### src/rtl/divider_pkg.sv
// Shared types and constants for the sequential restoring divider.
// The state encoding, count sizing and divide-by-zero quotient pattern live here.
package divider_pkg;

    typedef enum logic [1:0] {
        IDLE = 2'd0,
        RUN  = 2'd1,
        DONE = 2'd2
    } state_e;

    // Sliced down to the operand width by the user.
    localparam logic [31:0] DIV0_QUOTIENT = 32'hFFFF_FFFF;

    function automatic int count_width(input int width);
        return $clog2(width + 1);
    endfunction

endpackage

### src/rtl/seq_divider_if.sv
// Operand and result handshake bundle for seq_divider.
// The producer/consumer side uses master; the divider uses slave.
interface seq_divider_if #(parameter int WIDTH = 8);

    logic             in_valid;
    logic             in_ready;
    logic [WIDTH-1:0] dividend;
    logic [WIDTH-1:0] divisor;
    logic             out_valid;
    logic             out_ready;
    logic [WIDTH-1:0] quotient;
    logic [WIDTH-1:0] remainder;
    logic             div_by_zero;

    modport master (
        output in_valid, dividend, divisor, out_ready,
        input  in_ready, out_valid, quotient, remainder, div_by_zero
    );

    modport slave (
        input  in_valid, dividend, divisor, out_ready,
        output in_ready, out_valid, quotient, remainder, div_by_zero
    );

endinterface

### src/rtl/seq_divider_fullsubtractor.sv
// Single-bit full subtractor cell, the borrow-chain counterpart of the full adder.
module fullsubtractor (
    input  logic a,
    input  logic b,
    input  logic bin,
    output logic d,
    output logic bout
);

    assign d    = a ^ b ^ bin;
    assign bout = (~a & b) | (~a & bin) | (b & bin);

endmodule

### src/rtl/seq_divider.sv
// Unsigned restoring divider: one quotient bit per clock through a ripple
// subtractor chain, result held until the consumer takes it.
module seq_divider
    import divider_pkg::*;
#(
    parameter int WIDTH = 8
) (
    input  logic          clk,
    input  logic          rst,
    seq_divider_if.slave  bus
);

    localparam int CNT_W = count_width(WIDTH);

    state_e             state_q, state_d;
    logic [CNT_W-1:0]   cnt_q, cnt_d;
    logic [WIDTH-1:0]   rem_q, rem_d;
    logic [WIDTH-1:0]   q_q, q_d;
    logic [WIDTH-1:0]   div_q, div_d;
    logic [WIDTH-1:0]   quot_q, quot_d;
    logic [WIDTH-1:0]   remd_q, remd_d;
    logic               dbz_q, dbz_d;
    logic               in_ready_q, in_ready_d;
    logic               out_valid_q, out_valid_d;

    logic [WIDTH:0]     shifted_s;
    logic [WIDTH:0]     divisor_ext_s;
    logic [WIDTH:0]     trial_s;
    logic [WIDTH+1:0]   borrow_s;
    logic               borrow_out_s;
    logic               last_iter_s;
    logic               unused_s;

    assign shifted_s     = {rem_q, q_q[WIDTH-1]};
    assign divisor_ext_s = {1'b0, div_q};
    assign borrow_s[0]   = 1'b0;

    for (genvar i = 0; i <= WIDTH; i++) begin : g_sub
        fullsubtractor u_fs (
            .a    (shifted_s[i]),
            .b    (divisor_ext_s[i]),
            .bin  (borrow_s[i]),
            .d    (trial_s[i]),
            .bout (borrow_s[i+1])
        );
    end

    assign borrow_out_s = borrow_s[WIDTH+1];
    assign last_iter_s  = (cnt_q == CNT_W'(WIDTH - 1));
    // A non-borrowing trial is always below the divisor, so its top bit is zero.
    assign unused_s     = trial_s[WIDTH];

    // State and datapath registers with synchronous reset.
    always_ff @(posedge clk) begin
        if (rst) begin
            state_q     <= IDLE;
            cnt_q       <= {CNT_W{1'b0}};
            rem_q       <= {WIDTH{1'b0}};
            q_q         <= {WIDTH{1'b0}};
            div_q       <= {WIDTH{1'b0}};
            quot_q      <= {WIDTH{1'b0}};
            remd_q      <= {WIDTH{1'b0}};
            dbz_q       <= 1'b0;
            in_ready_q  <= 1'b1;
            out_valid_q <= 1'b0;
        end else begin
            state_q     <= state_d;
            cnt_q       <= cnt_d;
            rem_q       <= rem_d;
            q_q         <= q_d;
            div_q       <= div_d;
            quot_q      <= quot_d;
            remd_q      <= remd_d;
            dbz_q       <= dbz_d;
            in_ready_q  <= in_ready_d;
            out_valid_q <= out_valid_d;
        end
    end

    // Next-state decode.
    always_comb begin
        state_d = state_q;
        case (state_q)
            IDLE: begin
                if (bus.in_valid) begin
                    if (bus.divisor == {WIDTH{1'b0}}) begin
                        state_d = DONE;
                    end else begin
                        state_d = RUN;
                    end
                end else begin
                    state_d = IDLE;
                end
            end
            RUN: begin
                if (last_iter_s) begin
                    state_d = DONE;
                end else begin
                    state_d = RUN;
                end
            end
            DONE: begin
                if (bus.out_ready) begin
                    state_d = IDLE;
                end else begin
                    state_d = DONE;
                end
            end
            default: state_d = IDLE;
        endcase
    end

    // Iteration datapath and registered handshake/result outputs.
    always_comb begin
        cnt_d       = cnt_q;
        rem_d       = rem_q;
        q_d         = q_q;
        div_d       = div_q;
        quot_d      = quot_q;
        remd_d      = remd_q;
        dbz_d       = dbz_q;
        in_ready_d  = (state_d == IDLE);
        out_valid_d = (state_d == DONE);
        case (state_q)
            IDLE: begin
                if (bus.in_valid) begin
                    div_d = bus.divisor;
                    cnt_d = {CNT_W{1'b0}};
                    rem_d = {WIDTH{1'b0}};
                    q_d   = bus.dividend;
                    if (bus.divisor == {WIDTH{1'b0}}) begin
                        quot_d = DIV0_QUOTIENT[WIDTH-1:0];
                        remd_d = bus.dividend;
                        dbz_d  = 1'b1;
                    end else begin
                        dbz_d  = 1'b0;
                    end
                end else begin
                    cnt_d = cnt_q;
                end
            end
            RUN: begin
                cnt_d = cnt_q + CNT_W'(1);
                if (!borrow_out_s) begin
                    rem_d = trial_s[WIDTH-1:0];
                    q_d   = {q_q[WIDTH-2:0], 1'b1};
                end else begin
                    rem_d = shifted_s[WIDTH-1:0];
                    q_d   = {q_q[WIDTH-2:0], 1'b0};
                end
                if (last_iter_s) begin
                    quot_d = q_d;
                    remd_d = rem_d;
                    dbz_d  = 1'b0;
                end else begin
                    quot_d = quot_q;
                end
            end
            DONE:    cnt_d = cnt_q;
            default: cnt_d = cnt_q;
        endcase
    end

    assign bus.in_ready    = in_ready_q;
    assign bus.out_valid   = out_valid_q;
    assign bus.quotient    = quot_q;
    assign bus.remainder   = remd_q;
    assign bus.div_by_zero = dbz_q;

endmodule

### src/flat_wrapper.sv
// flat-port wrapper written by rule: the top's interface ports become plain ports
module seq_divider_flat import divider_pkg::*;
#(
    parameter int WIDTH = 8
)
  (clk, rst, bus_in_valid, bus_dividend, bus_divisor, bus_out_ready, bus_in_ready, bus_out_valid, bus_quotient, bus_remainder, bus_div_by_zero);
  seq_divider_if #(.WIDTH(WIDTH)) bus_i ();
  input  logic clk;
  input  logic rst;
  input wire logic [$bits(bus_i.in_valid)-1:0] bus_in_valid;
  input wire logic [$bits(bus_i.dividend)-1:0] bus_dividend;
  input wire logic [$bits(bus_i.divisor)-1:0] bus_divisor;
  input wire logic [$bits(bus_i.out_ready)-1:0] bus_out_ready;
  output wire logic [$bits(bus_i.in_ready)-1:0] bus_in_ready;
  output wire logic [$bits(bus_i.out_valid)-1:0] bus_out_valid;
  output wire logic [$bits(bus_i.quotient)-1:0] bus_quotient;
  output wire logic [$bits(bus_i.remainder)-1:0] bus_remainder;
  output wire logic [$bits(bus_i.div_by_zero)-1:0] bus_div_by_zero;
  assign bus_i.in_valid = bus_in_valid;
  assign bus_i.dividend = bus_dividend;
  assign bus_i.divisor = bus_divisor;
  assign bus_i.out_ready = bus_out_ready;
  assign bus_in_ready = bus_i.in_ready;
  assign bus_out_valid = bus_i.out_valid;
  assign bus_quotient = bus_i.quotient;
  assign bus_remainder = bus_i.remainder;
  assign bus_div_by_zero = bus_i.div_by_zero;
  seq_divider #(.WIDTH(WIDTH)) u_core (.clk(clk), .rst(rst), .bus(bus_i));
endmodule
### config.mk
export PLATFORM = sky130hd
export DESIGN_NAME = seq_divider_flat
export DESIGN_NICKNAME = d
export VERILOG_FILES = /design/src/rtl/divider_pkg.sv /design/src/rtl/seq_divider_if.sv /design/src/rtl/seq_divider_fullsubtractor.sv /design/src/rtl/seq_divider.sv /design/src/flat_wrapper.sv
export SDC_FILE = /design/constraint.sdc
export NUM_CORES = 1
export LEC_CHECK = 0
export ABC_CLOCK_PERIOD_IN_PS = 4580
export CAP_MARGIN = 20
export CORE_ASPECT_RATIO = 1.25
export CORE_MARGIN = 1.5
export CORE_UTILIZATION = 45
export CTS_CLUSTER_SIZE = 25
export DETAILED_ROUTE_END_ITERATION = 10
export DONT_BUFFER_PORTS = 1
export GPL_ROUTABILITY_DRIVEN = 0
export PLACE_DENSITY = 0.68
export SYNTH_ARGS = -nofsm -noshare
export SYNTH_HDL_FRONTEND = slang
export SYNTH_HIERARCHICAL = 1
export SYNTH_SLANG_ARGS = --single-unit
### constraint.sdc
create_clock -name clk -period 4.58 [get_ports clk]
set_clock_uncertainty 0.05 [all_clocks]
set_input_delay 0.229 -clock clk [delete_from_list [all_inputs] [get_ports clk]]
set_output_delay 0.229 -clock clk [all_outputs]
set_load 0.05 [all_outputs]
==> results.sh <==
export IMPL_status="finished, final reports clean"
export IMPL_die_y_um=83.34
export IMPL_grtUsageTotal_pct=19.58
export IMPL_rsz0062_at_grt="true"
export IMPL_dp_final_hpwl_um=3538
export IMPL_crit_family="adder cells"
export IMPL_end_kind="flop"
export IMPL_wirelength_um=5182
export IMPL_hold_class="input pin to flop"
export IMPL_crit_arrival_ns=4.66
export IMPL_dieArea_um2=5606
export IMPL_relSlewSlack_pct=55.84
export IMPL_worst_pin_slew_ns=0.6602
export IMPL_nets=297
export IMPL_layout_commonest_cell="dfxtp_1"
export IMPL_hold_viol_final=0
export IMPL_vias=1882
export IMPL_clk_path_buf_depth=2
export IMPL_fin_crit_sh_pct=97.75
export IMPL_timing_setup_tns_ns=0
export IMPL_die_w_um=67.27
export IMPL_hold_depth=2
export IMPL_cellPowerDensity_nw_per_um2=367.4
export IMPL_viasPerCell=5.703
export IMPL_slew_viol_final=0
export IMPL_grt_max_degree=45
export IMPL_cp_max_fo=5
export IMPL_syn_area_um2=2323
export IMPL_drc=0
export IMPL_timing_critical_path_required_ns=4.76
export IMPL_drtIter0Drc=148
export IMPL_final_cell_mix="dfxtp_1 (48), nor2_1 (39), nand2_1 (32), a21oi_1 (20), inv_1 (16)"
export IMPL_clk_latency_ns=0.29
export IMPL_io_pins=39
export IMPL_min_period_ns=4.477
export IMPL_core_area_um2=5007
export IMPL_drv_cap=0
export IMPL_htree_levels=2
export IMPL_cpMostUsedCell="fa_2"
export IMPL_postSynthCellCount=269
export IMPL_cts_tree="yes"
export IMPL_fp_row_count=29
export IMPL_port_buffers=0
export IMPL_cts_buffers=5
export IMPL_utilization_pct=51.47
export IMPL_drive_gt1_share_pct=16.04
export IMPL_cts_root_buf="clkbuf_8"
export IMPL_setup_viol=0
export IMPL_fmax_mhz=223.4
export IMPL_grt_pass1_vias=1684
export IMPL_num_antenna_cells=0
export IMPL_crit_chain="inv_2 > fa_2 > fa_2 > fa_2 > fa_2 > fa_2 > fa_2 > fa_2 > fa_2 > fa_2 > buf_6 > mux2i_4 > nand2_1 > o221ai_1 > a21oi_1"
export IMPL_start_util_pct=46.40
export IMPL_cp_slowest_cell="fa_2"
export IMPL_grt_overflow_total=0
export IMPL_grt_pass1_wl_um=8542
export IMPL_pre_cts_slack_ns=-0.2512
export IMPL_ys_warn_count=6
export IMPL_postSynthAreaPerCell_um2=8.637
export IMPL_antenna_found_initial=0
export IMPL_ant_nets=0
export IMPL_critPathBufInv=2
export IMPL_vdd_ir_drop_max_uv=154.2
export IMPL_critPathLaunchType="flop"
export IMPL_cpPeakStageDelay_ns=0.41
export IMPL_clock_sinks=49
export IMPL_worstRegToRegCells=15
export IMPL_crit_type="flop to flop"
export IMPL_leakagePower_nw=0.9372
export IMPL_crit_cells=15
export IMPL_setup_ws_ns=0.1030
export IMPL_cts_reportedPaths_clkPinSlew_ns=0.09
export IMPL_area_growth_pct=10.93
export IMPL_drt_pass1_iter_count=4
export IMPL_wl_per_cell_um=15.70
-- state kept, by name, summed over array words and instances, names as in the netlist --
| name | count |
|---|---|
| u_core/bus.div_by_zero | 1 |
| u_core/bus.in_ready | 1 |
| u_core/bus.out_valid | 1 |
| u_core/bus.quotient | 8 |
| u_core/bus.remainder | 8 |
| u_core/cnt_q | 4 |
| u_core/div_q | 8 |
| u_core/q_q | 8 |
| u_core/rem_q | 8 |
| u_core/state_q | 2 |
-- worst paths after layout --
path | startpoint | to | slack (ns)
setup reg to reg | u_core/q_q[7] | u_core/bus.remainder[1] | 0.10
hold / removal | bus_divisor[0] | u_core/div_q[0] | 0.02
hold reg to reg | u_core/div_q[2] | u_core/div_q[2] | 0.44
setup / recovery | u_core/q_q[7] | u_core/bus.remainder[1] | 0.10
-- power by group --
group / switching [mW] / total (mW) / internal (mW)
sequential: 0.0168 / 0.461 / 0.444
combinational: 0.0938 / 0.168 / 0.0740
clock: 0.141 / 0.319 / 0.178
total: 0.252 / 0.947 / 0.696
-- metrics by stage --
step                      cell area (um^2)  instances  total power, mW  hold WS (ns)
after floorplan                       2340        270           0.5818        0.3150
after global placement                2340        316           0.5968        0.2517
after detailed placement              2340        316           0.6032        0.2539
after CTS                             2527        327           0.9435      0.007813
after global routing                  2577        330           0.9959      0.008240
final                                 2577        330           0.9471       0.01648
-- worst reg2reg max path: cells and delay by family (launching register included) --
family | cells | cell delay, ns
simple gates | 1 | 0.07
fa+ha+maj | 9 | 3.30
buf+inv | 2 | 0.20
compound gates | 2 | 0.27
flops | 1 | 0.35
mux | 1 | 0.19
-- routing by layer --
layer  up-vias  wire length, um  GRT usage, %
li1        915                -             -
met1       909             2235         27.60
met3         8              302         3.794
met2        50             2556         30.24
met5         -                0             0
met4         0               87         5.566
-- layout make-up --
| type | count | area [um^2] |
|---|---|---|
| fillers | 473 | 2430 |
| multi-input cells | 184 | 1236 |
| flip-flops and latches | 49 | 982.2 |
| repair buffers | 10 | 97.59 |
| clock buffers | 6 | 82.58 |
| well taps | 62 | 77.57 |
| inverters | 17 | 63.81 |
| clock inverters | 2 | 37.54 |
-- repair_timing --
| item | 4_1_cts | 5_1_grt |
|---|---|---|
| resized for setup | 11 | 7 |
| endpoints found under the hold margin | 44 | 1 |
| cloned | 1 | 0 |
| buffers inserted | 1 | 1 |
| pin swaps | 3 | 3 |
| hold buffers | 1 | 1 |
| setup endpoints to repair | 16 | 17 |
Note: power is estimated with default switching activity, not from simulation.
